$ cat src/rtl/hazard_stall_unit.sv
// hazard_stall_unit: detects load-use hazards that forwarding cannot bypass.
// On such a hazard it holds PC and IF/ID and loads a bubble into ID/EXE. A
// small FSM sequences the two-bubble case of a branch in ID that depends on
// a load still in EXE.
//
// Optional feature macro: HAZARD_PERF_EN adds the perf_* counter ports.
//
// Ports:
//   clk, rstn                 clock, asynchronous active-low reset
//   freeze                    global pipeline hold, overrides everything
//   IFID_rs/rt/use_rt/DMWr    operands and store type of the ID instruction
//   IFID_branch               ID instruction resolves a branch/jr in ID
//   IDEXE_rd/RFWr/DMRd        EXE-stage producer
//   EXEMEM_rd/RFWr/DMRd       MEM-stage producer
//   PC_stall, IFID_stall      hold PC and IF/ID (combinational, Mealy in S_RUN)
//   IDEXE_flush               load a bubble into ID/EXE
//   hz_state                  FSM state, for debug
//   perf_*                    (HAZARD_PERF_EN) stall-cycle and event counters
module hazard_stall_unit #(
  parameter int unsigned RW = 5,
  parameter int unsigned CW = 32
) (
  input  logic          clk,
  input  logic          rstn,
  input  logic          freeze,
  input  logic [RW-1:0] IFID_rs,
  input  logic [RW-1:0] IFID_rt,
  input  logic          IFID_use_rt,
  input  logic [1:0]    IFID_DMWr,
  input  logic          IFID_branch,
  input  logic [RW-1:0] IDEXE_rd,
  input  logic          IDEXE_RFWr,
  input  logic [3:0]    IDEXE_DMRd,
  input  logic [RW-1:0] EXEMEM_rd,
  input  logic          EXEMEM_RFWr,
  input  logic [3:0]    EXEMEM_DMRd,
`ifdef HAZARD_PERF_EN
  output logic [CW-1:0] perf_stall_cycles,
  output logic [CW-1:0] perf_lu_events,
  output logic [CW-1:0] perf_br_events,
`endif
  output logic          PC_stall,
  output logic          IFID_stall,
  output logic          IDEXE_flush,
  output logic [1:0]    hz_state
);

  localparam int unsigned DMWR_W = 2;
  localparam int unsigned DMRD_W = 4;
  localparam logic [DMWR_W-1:0] DMWR_NOP = DMWR_W'(0);
  localparam logic [DMRD_W-1:0] DMRD_NOP = DMRD_W'(0);
  localparam logic [RW-1:0]     REG_ZERO = RW'(0);
  localparam logic [RW-1:0]     REG_RA   = RW'(31);

  typedef enum logic [1:0] {
    S_RUN = 2'd0,
    S_BR2 = 2'd1,
    S_LU  = 2'd2
  } hz_state_e;

  // Parameter sanity checks at elaboration.
  if (CW < 1) begin : g_cw_chk
    $error("hazard_stall_unit: CW must be at least 1");
  end
  if (RW < 5) begin : g_rw_chk
    $error("hazard_stall_unit: RW must be at least 5");
  end

  hz_state_e state, next_state;
  logic      stall;

  logic ex_load, mem_load, id_store;
  logic ex_rs, ex_rt, mem_rs, mem_rt;
  logic h1, h2;

  // Producer qualification: live (writes a real register) and a load.
  assign ex_load  = IDEXE_RFWr && (IDEXE_rd != REG_ZERO) && (IDEXE_rd != REG_RA)
                    && (IDEXE_DMRd != DMRD_NOP);
  assign mem_load = EXEMEM_RFWr && (EXEMEM_rd != REG_ZERO) && (EXEMEM_rd != REG_RA)
                    && (EXEMEM_DMRd != DMRD_NOP);
  assign id_store = (IFID_DMWr != DMWR_NOP);

  assign ex_rs  = (IFID_rs == IDEXE_rd);
  assign ex_rt  = IFID_use_rt && (IFID_rt == IDEXE_rd);
  assign mem_rs = (IFID_rs == EXEMEM_rd);
  assign mem_rt = IFID_use_rt && (IFID_rt == EXEMEM_rd);

  // Store data on rt reaches MEM through MEM-to-MEM forwarding, so a store's
  // rt match is not a hazard unless the store side is a branch operand.
  assign h2 = IFID_branch && ex_load && (ex_rs || ex_rt);
  assign h1 = (!IFID_branch && ex_load && (ex_rs || (ex_rt && !id_store)))
           || (IFID_branch && mem_load && (mem_rs || mem_rt));

  // State register.
  always_ff @(posedge clk or negedge rstn) begin
    if (!rstn) state <= S_RUN;
    else       state <= next_state;
  end

  // Next state and raw stall; freeze holds the state in place.
  always_comb begin
    next_state = state;
    stall      = 1'b0;
    case (state)
      S_RUN: begin
        stall = h1 || h2;
        if (h2)      next_state = S_BR2;
        else if (h1) next_state = S_LU;
      end
      S_BR2: begin
        stall      = 1'b1;
        next_state = S_LU;
      end
      S_LU:    next_state = S_RUN;
      default: next_state = S_RUN;
    endcase
    if (freeze) next_state = state;
  end

  // Gated by rstn so a reset mid-stall drops the outputs without a clock.
  assign PC_stall    = stall && !freeze && rstn;
  assign IFID_stall  = PC_stall;
  assign IDEXE_flush = PC_stall;
  assign hz_state    = state;

`ifdef HAZARD_PERF_EN
  logic lu_entry, br_entry;
  assign br_entry = (state == S_RUN) && !freeze && h2;
  assign lu_entry = (state == S_RUN) && !freeze && h1 && !h2;

  // Free-running wrap-around event counters.
  always_ff @(posedge clk or negedge rstn) begin
    if (!rstn) begin
      perf_stall_cycles <= '0;
      perf_lu_events    <= '0;
      perf_br_events    <= '0;
    end else begin
      if (PC_stall) perf_stall_cycles <= perf_stall_cycles + CW'(1);
      if (lu_entry) perf_lu_events    <= perf_lu_events + CW'(1);
      if (br_entry) perf_br_events    <= perf_br_events + CW'(1);
    end
  end
`endif

endmodule

$ cat config.mk
export PLATFORM = sky130hd
export DESIGN_NAME = hazard_stall_unit
export DESIGN_NICKNAME = d
export VERILOG_FILES = /design/src/rtl/hazard_stall_unit.sv
export SDC_FILE = /design/constraint.sdc
export NUM_CORES = 1
export LEC_CHECK = 0
export ABC_AREA = 1
export BUFFER_PORTS_ARGS = -buffer_cell sky130_fd_sc_hd__buf_2
export CAP_MARGIN = 20
export CORE_UTILIZATION = 43
export CTS_CLUSTER_SIZE = 16
export DETAILED_ROUTE_END_ITERATION = 10
export GPL_TIMING_DRIVEN = 0
export PLACE_DENSITY = 0.94
export SETUP_SLACK_MARGIN = 0.05
export SYNTH_ARGS = -nofsm -noshare
export SYNTH_HDL_FRONTEND = slang
export SYNTH_SLANG_ARGS = --single-unit
$ cat constraint.sdc
create_clock -name clk -period 2.14 [get_ports clk]
set_input_delay 0.107 -clock clk [delete_from_list [all_inputs] [get_ports clk]]
set_output_delay 0.107 -clock clk [all_outputs]
set_load 0.1 [all_outputs]
After elaboration in Yosys (flattened, before gate mapping)
Index checks and enable logic that the tools add are counted.

word-level totals
  output and inout port bits = 5
  word-level logic and storage cells = 46
  input bits = 37
  register bits after elaboration = 2

operators by class
  bitwise logic cells = 1
  eq/ne operators = 8
  muxes and demuxes = 4
  reduce and logical (&&, ||, !) cells = 32

operator list
  operator                                             count
  equality test 5 bit                                  4
  logical AND 1 bit                                    17
  != test 5 bit, second input constant                 2
  nonzero test 5 bit                                   2
  nonzero test 4 bit                                   2
  logical OR 1 bit                                     5
  2-to-1 mux 2 bit                                     2
  one-hot mux 2 bit (2 select lines)                   1
  zero test 1 bit                                      3
  != test 3 bit, second input constant                 1
  equality test 2 x 1 -> 1 bit, second input constant  1
  zero test 2 bit                                      1
  one-hot mux 1 bit (2 select lines)                   1
  AND reduction 2 bit                                  1
  nonzero test 2 bit                                   1
  inverter 1 bit                                       1

Logic depth before layout (Yosys ltp)
Gate-level depths: netlist of the first run.

  depth in word-level cells = 11
  depth in mapped cells = 11
  mapped depth without buffers = 10

Worst setup path before layout of the first run
No wires, ideal clock.

  kind = register -> output
  from = register state[0], in the netlist hz_state[0]
  to = output port IFID_stall
  data arrival time = 2.212 ns
  setup slack = -0.179 ns
  path buffers = 1
  cell stages (with the launch flop) = 6
  data required time = 2.033 ns
  path through = dfrtp_1 > inv_1 > nand3_1 > nand2_1 > inv_1 > buf_4

between the ends
  cells in the longest elaborated chain, start to end = 4
  elaborated cells on any way between the ends = 5
  those cells by class = eq/ne (1); mux (1); reduce/logical (3)

RTL lines
  what                                                             RTL line  source
  from (decl)                                                      69        hz_state_e state, next_state;
  from (signal assigned)                                           97        else state <= next_state;
  equality test 2 x 1 -> 1 bit or zero test 2 bit (tied branches)  104       case (state)
  one-hot mux 1 bit (2 select lines) (*)                           104
  logical AND 1 bit (*) (2 in series)                              121       assign PC_stall = stall && !freeze && rstn;
  to (decl)                                                        43        output logic IFID_stall,

Mark *: on every way between the ends. The rest lies on a longest branch, timed or not.

Worst setup path after layout of the first run
  from = input port rstn
  to = output port PC_stall

between the ends
  cells in the longest elaborated chain, start to end = 1

RTL lines
  what               RTL line  source
  from (decl)        24        input logic rstn,
  logical AND 1 bit  121
  to (decl)          42        output logic PC_stall,

No other way between the ends.

==> results of run 1 <==
==> synth_stat cells, drive strengths merged <==
library cell	number	area, sq um
nand2	47	179
inv	20	75.1
nor2	20	80.1
nand3	10	65.1
xor2	5	43.8
a21oi	4	20.0
nor3	3	15.0
o21ai	3	15.0
buf	2	15.0
dfrtp	2	50.1
nand4	2	12.5
xnor2	2	17.5
nor3b	1	7.51
==> worst min path at each step <==
stage | from | cells past startpoint | endpoint
5_1_grt | freeze | 2 | hz_state[0]
2_1_floorplan | rstn | 0 | hz_state[0]
3_3_place_gp | rstn | 1 | hz_state[0]
4_1_cts | freeze | 2 | hz_state[0]
3_5_place_dp | rstn | 1 | hz_state[0]
6_report | freeze | 2 | hz_state[0]
==> placed cells by master (no fill, tap or decap), types with 2 or more instances in the layout <==
master	synthesis	layout
inv_1	14	13
nand4_1	2	2
nor2_2	2	2
nor3_1	3	3
buf_2	0	41
xor2_1	5	5
clkbuf_4	0	3
dfrtp_2	0	2
o21ai_1	2	2
nor2_1	18	18
xnor2_1	2	2
buf_4	2	2
nand2_1	46	46
a21oi_1	4	4
inv_2	6	6
nand3_2	3	3
nand3_1	7	7
==> routing by layer <==
layer / up-vias / GRT usage
met5: - / 0
met3: 4 / 0.0462
met4: 0 / 0.0517
met1: 369 / 0.259
met2: 44 / 0.479
li1: 459 / -
==> metrics by stage <==
step,hold slack (ns),instances,util,power (mW),setup WS (ns)
final,0.113,181,0.660,0.278,0.341
after global routing,0.124,181,0.660,0.300,0.226
after CTS,0.116,181,0.660,0.277,0.345
after detailed placement,-0.100,177,0.635,0.192,0.463
after global placement,-0.104,177,0.635,0.188,0.534
after floorplan,-0.189,121,-,0.130,0.275
==> where the power goes <==
part           leakage (nW)  internal, mW  total (mW)  switching (mW)
Sequential           0.0244        0.0402      0.0420         0.00185
Combinational         0.510        0.0598       0.153          0.0927
Clock                0.0138        0.0619      0.0839          0.0221
==> area by class of cell <==
class	instances	area [sq um]
flip-flops and latches	2	52.6
multi-input cells	97	455
clock buffers	3	22.5
well taps	15	18.8
repair buffers	42	215
plain buffers	2	15.0
inverters	20	78.8
fillers	137	443
==> worst register-to-register path: stages, from the launching register on <==
cell     delay [ns]
dfrtp_2        0.41
nor2_1         0.14
nand2_1        0.07
nor3_1         0.22
a21oi_1        0.09
nand2_1        0.09
inv_1          0.04
==> repair_timing <==
item	CTS	global route
gates resized for setup	0	0
endpoints found under the setup margin	0	0
hold buffers	1	0
hold endpoints to repair	2	0
==> kinds of logic after synthesis <==
| group | count (synthesis) |
|---|---|
| and+or+nand+nor | 83 |
| DFF | 2 |
| xor gates and xnor gates | 7 |
| buffers and inverters | 22 |
| AOI/OAI and AO/OA | 7 |
==> results.md, run 1 <==
- Capture point of the critical path: PC_stall
- DR WL met2: 852 microns
- Type of the worst setup path: in2out
- Worst path depth: 7
- Hold Path Class: in2reg
- Final Wtd Congestion: 0.908
- Synthesis-to-finish area growth: 44.1%
- Post-synthesis adder-cell area fraction: 0
- Max reg flops: 2
- Width of the chip: between 30 and 40 microns
- Library cells used by synthesis: 18
- Cell chain of the critical path: dlygate4sd3_1, buf_2, nor3b_1, nand2_1, clkinvlp_4, buf_4, buf_2
- Pwr Density: 324 nW/um^2
- Rel. slew slack: 0.679
- Worst-case clock buffer depth: 2
- Grt ovf: 0
- Endpoints failing setup: 0
- WL met3: 140 microns
- Std cell rows: 13
- Outcome: complete, no violations
- Slew at the pin closest to its max-slew limit: around 0.49 ns
- CP Max Fanout: 3
- Cell Area, Synth: 596 sq um
- CP dominant cell by count: buf_2
- Minimum clock period after layout: 1.80 ns
- Layout net count: 205
- Core Footprint: 1300 sq um
- Die footprint: 1540 sq um
- Top Metal Used: met4
- Clock Latency Late Sink: 0.23 ns
- Clock Skews: 0.00226 ns
- Clk root buf: clkbuf_4
- Syn Nets: approximately 160
- Syn. warnings: 0
- Mux share of post-synthesis cell area: 0
- Seq cells post-synth: 2
- Post-synthesis simple-gate area fraction: 0.603
- Final non-filler cell area: 858 sq um
- Period utilisation layout: 0.841
- Leak Pwr: between 0.5 and 0.6 nW
- Final setup TNS: 0 ns
- Die span in y: 39.2 microns
- Worst Path Buf+Inv: 5
- Gate Count Post-Synth: 121
- Startpoint types: input pin
- Crit path from: rstn
- Hold Vio Cnt, Final: 0
- Max-slew violations: 0
- Worst setup EP type: output port
- CTS clk-pin slew, worst paths: 0.03 ns
- Initial antenna violation count: 0
- I/O Pins: 42
- Clock sink count: 2
- Crit-path slowest cell: dlygate4sd3_1
- RSZ-0062 raised after global routing: no
- Met1 Wirelength: about 680 microns
- Via Count: between 800 and 900
- Top delay family on crit path: buffers and inverters
- Largest net degree at the start of global routing: 6
- Initial core utilization: 0.458
- Detail Route Antenna Nets: 0
- Layout cells sized above 1: 0.367
- Crit-path max cell delay: 0.53 ns
- CP arrival: 1.69 ns
- Drt pass-1 iters: 4
- Final WL: 1690 microns
- Post-CTS setup buffer count: 0
- Peak supply drop: around 240 uV
- DRC viols: 0
- Maxcap violations: 0
- Global-route wire length before repair: roughly 2600 microns
- HPWL after DPL: 1460 microns
- PortBufs: between 40 and 50
- R2r worst-path depth: 6
- Worst EP required: 2.03 ns
- Gr usage total: 0.243
- Vias in the first global route: 710
- H-tree levels: 1
- WL/cell: between 9 and 10 microns
- XOR/XNOR Fraction of Synth Area: 0.103
- Avg Cell Area, Syn: 4.92 sq um
- CTS Buf Count: 3
- Post-synthesis sequential area ratio: 0.0840
- Vias per cell: 4.84
- Flop2flop setup slack: 0.97 ns
- First DRT Iteration DRCs: 15
- Post-DP Area: 826 sq um
- Fmax: 556 MHz
- # diodes: 0
- FF-to-FF Start: hz_state[1]
- CTS tree: done
- Largest family of logic cells by synthesized area: simple AND/OR/NAND/NOR gates
- Reg2reg end: hz_state[1]
- Synth Area in Compound Gates: 0.0588
(Power assumes the default switching activity.)
==> run 2: changes to the inputs <==
Settings changed: CORE_UTILIZATION 43 to 40, PLACE_DENSITY 0.94 to 0.89.
Clock period 2.14 ns to 1.8 ns, I/O delays scaled along.
==> run 2 against run 1 <==
Compared with the run above:
- worst setup slack worse by 0.23 ns
- cell count unchanged
- utilization up 0.95 points
- sequential share of layout area up 0.25 points
- clock-buffer cell count stayed put
- flip-flop and latch count did not move
- total power up 19%
- first-iteration DRC count shrank 13%
- combinational power grew 20%
- critical endpoint is now IFID_stall
==> results.md, run 2 (same netlist as run 1, synthesis figures left out) <==
- Outcome: complete, no violations
- Slew at the pin closest to its max-slew limit: 0.490 ns (+0.00467 ns)
- CTS Buf Count: 3 (unchanged)
- Clock Latency Late Sink: 0.22 ns (about the same)
- Die footprint: 1650 sq um (+7.1%)
- Gr usage total: 0.237 (-0.00589)
- CTS tree: done
- Clock Skews: 0.00346 ns (+0.00120 ns)
- Initial core utilization: 0.441 (-0.0165)
- Post-CTS setup buffer count: 0 (unchanged)
- Endpoints failing setup: 0 (unchanged)
- CP arrival: 1.60 ns (-0.09 ns)
- First DRT Iteration DRCs: 13 (-2)
- DRC viols: 0 (unchanged)
- Period utilisation layout: 0.937
- Most frequent cells in the layout: 45 x nand2_1, 38 x buf_2, 18 x nor2_1
- Worst-case clock buffer depth: 2 (unchanged)
- Drt pass-1 iters: 4 (unchanged)
- Detail Route Antenna Nets: 0 (unchanged)
- RSZ-0062 raised after global routing: no
- I/O Pins: 42 (unchanged)
- Initial antenna violation count: 0 (unchanged)
- Vias in the first global route: 765 (+7.7%)
- PortBufs: 41 (unchanged)
- Synthesis-to-finish area growth: 51.7%
- Layout net count: 205 (unchanged)
- Placed Cells: 177 (unchanged)
- Std cell rows: 13 (unchanged)
- Minimum clock period after layout: 1.69 ns
- CTS clk-pin slew, worst paths: 0.03 ns (about the same)
- CP Max Fanout: 3 (unchanged)
- Via Count: 866 (-1.1%)
- Final setup TNS: 0 ns (unchanged)
- Worst setup EP type: output port
- Final WL: 1620 microns (-4.0%)
- Global-route wire length before repair: 2670 microns (+2.1%)
- Startpoint types: input pin
- Max reg flops: 2 (unchanged)
- Pwr Density: 368 nW/um^2 (+13%)
- Largest net degree at the start of global routing: 6 (unchanged)
- Register area: 57.6 sq um (+9.5%)
- Rel. slew slack: 0.676 (-0.00309)
- Worst EP required: 1.71 ns (-0.32 ns)
- Peak supply drop: 353 uV (+47%)
- Hold Vio Cnt, Final: 0 (unchanged)
- Multi-input logic area: 463 sq um (+1.6%)
- Maxcap violations: 0 (unchanged)
- Fin cells: 181 (unchanged)
- Final core occ: 0.669 (+0.00952)
- Max-slew violations: 0 (unchanged)
- Width of the chip: 40.6 microns (+3.5%)
- Hold Path Class: in2reg
- Type of the worst setup path: in2out
- Die span in y: 40.6 microns (+3.5%)
- Fmax: 593 MHz
- Clk root buf: clkbuf_4
- Leak Pwr: 0.560 nW (+2.2%)
- Vias per cell: 4.78 (-1.1%)
- WL/cell: 8.96 microns (-4.0%)
- Fillers: 142 (+3.6%)
- Core Footprint: 1350 sq um (+3.7%)
- Final Wtd Congestion: 0.836 (-8.0%)
- # diodes: 0 (unchanged)
- H-tree levels: 1 (unchanged)
- Clock sink count: 2 (unchanged)
- Layout cells sized above 1: 0.386 (+0.0181)
- Grt ovf: 0 (unchanged)
- Leading cell type in the layout, fill and taps excluded: nand2_1
- HPWL after DPL: 1450 microns (-0.64%)
## run 2: cell types whose count changed in the layout (fill, tap and decap cells not counted), sizes merged
| cell | before | now |
|---|---|---|
| buf | 43 | 42 |
| clkbuf | 3 | 4 |
## run 2: cell type report
type	instances	area share
plain buffers	2	0.0443
multi-input cells	97	0.512
flip-flops and latches	2	0.0637
inverters	20	0.0873
clock buffers	3	0.0249
well taps	15	0.0208
repair buffers	42	0.247
## run 2: worst paths after layout
path	start	endpoint	slack, ns	depth (start not counted)
max in group asynchronous	rstn	hz_state[1]	1.47	2
min in group asynchronous	rstn	hz_state[0]	0.21	2
max	rstn	IFID_stall	0.11	7
min reg2reg	hz_state[0]	hz_state[0]	0.57	2
min	freeze	hz_state[0]	0.09	2
max reg2reg	hz_state[1]	hz_state[1]	0.59	6
## run 2: worst max-delay path, stage by stage
cell	delay, ns
dlygate4sd3_1	0.54
buf_2	0.13
nor3b_1	0.24
nand2_2	0.10
clkinvlp_4	0.12
buf_12	0.10
buf_4	0.27
## run 2: layer usage
metal	GRT usage	up-vias	routed length [microns]
met5	0	-	0
met4	0.00833	0	0
met3	0.0722	0	111
met2	0.425	32	795
met1	0.288	375	715
li1	-	459	-
## run 2: power breakdown
| group | total, mW | leakage [nW] | internal, mW | switching, mW |
|---|---|---|---|---|
| Clock | 0.0971 | 0.0138 | 0.0734 | 0.0238 |
| Combinational | 0.184 | 0.523 | 0.0738 | 0.111 |
| Sequential | 0.0511 | 0.0238 | 0.0488 | 0.00230 |
| Total | 0.333 | 0.560 | 0.196 | 0.137 |
## run 2: repair_timing
item,CTS,global route
gates resized for setup,2,1
endpoints found under the setup margin,2,1
pin swaps,0,0
hold endpoints to repair,2,0
gates cloned,0,0
hold buffers,1,0
## run 2: through the flow
step / area, sq um / setup WS (ns) / hold slack, ns / power, mW
floorplan: 639 / 0.0544 / -0.206 / 0.159
global placement: 863 / 0.207 / -0.121 / 0.228
detailed placement: 863 / 0.165 / -0.117 / 0.233
CTS: 901 / 0.0640 / 0.0815 / 0.338
global route: 903 / 0.0672 / 0.0820 / 0.372
finish: 903 / 0.113 / 0.0911 / 0.333
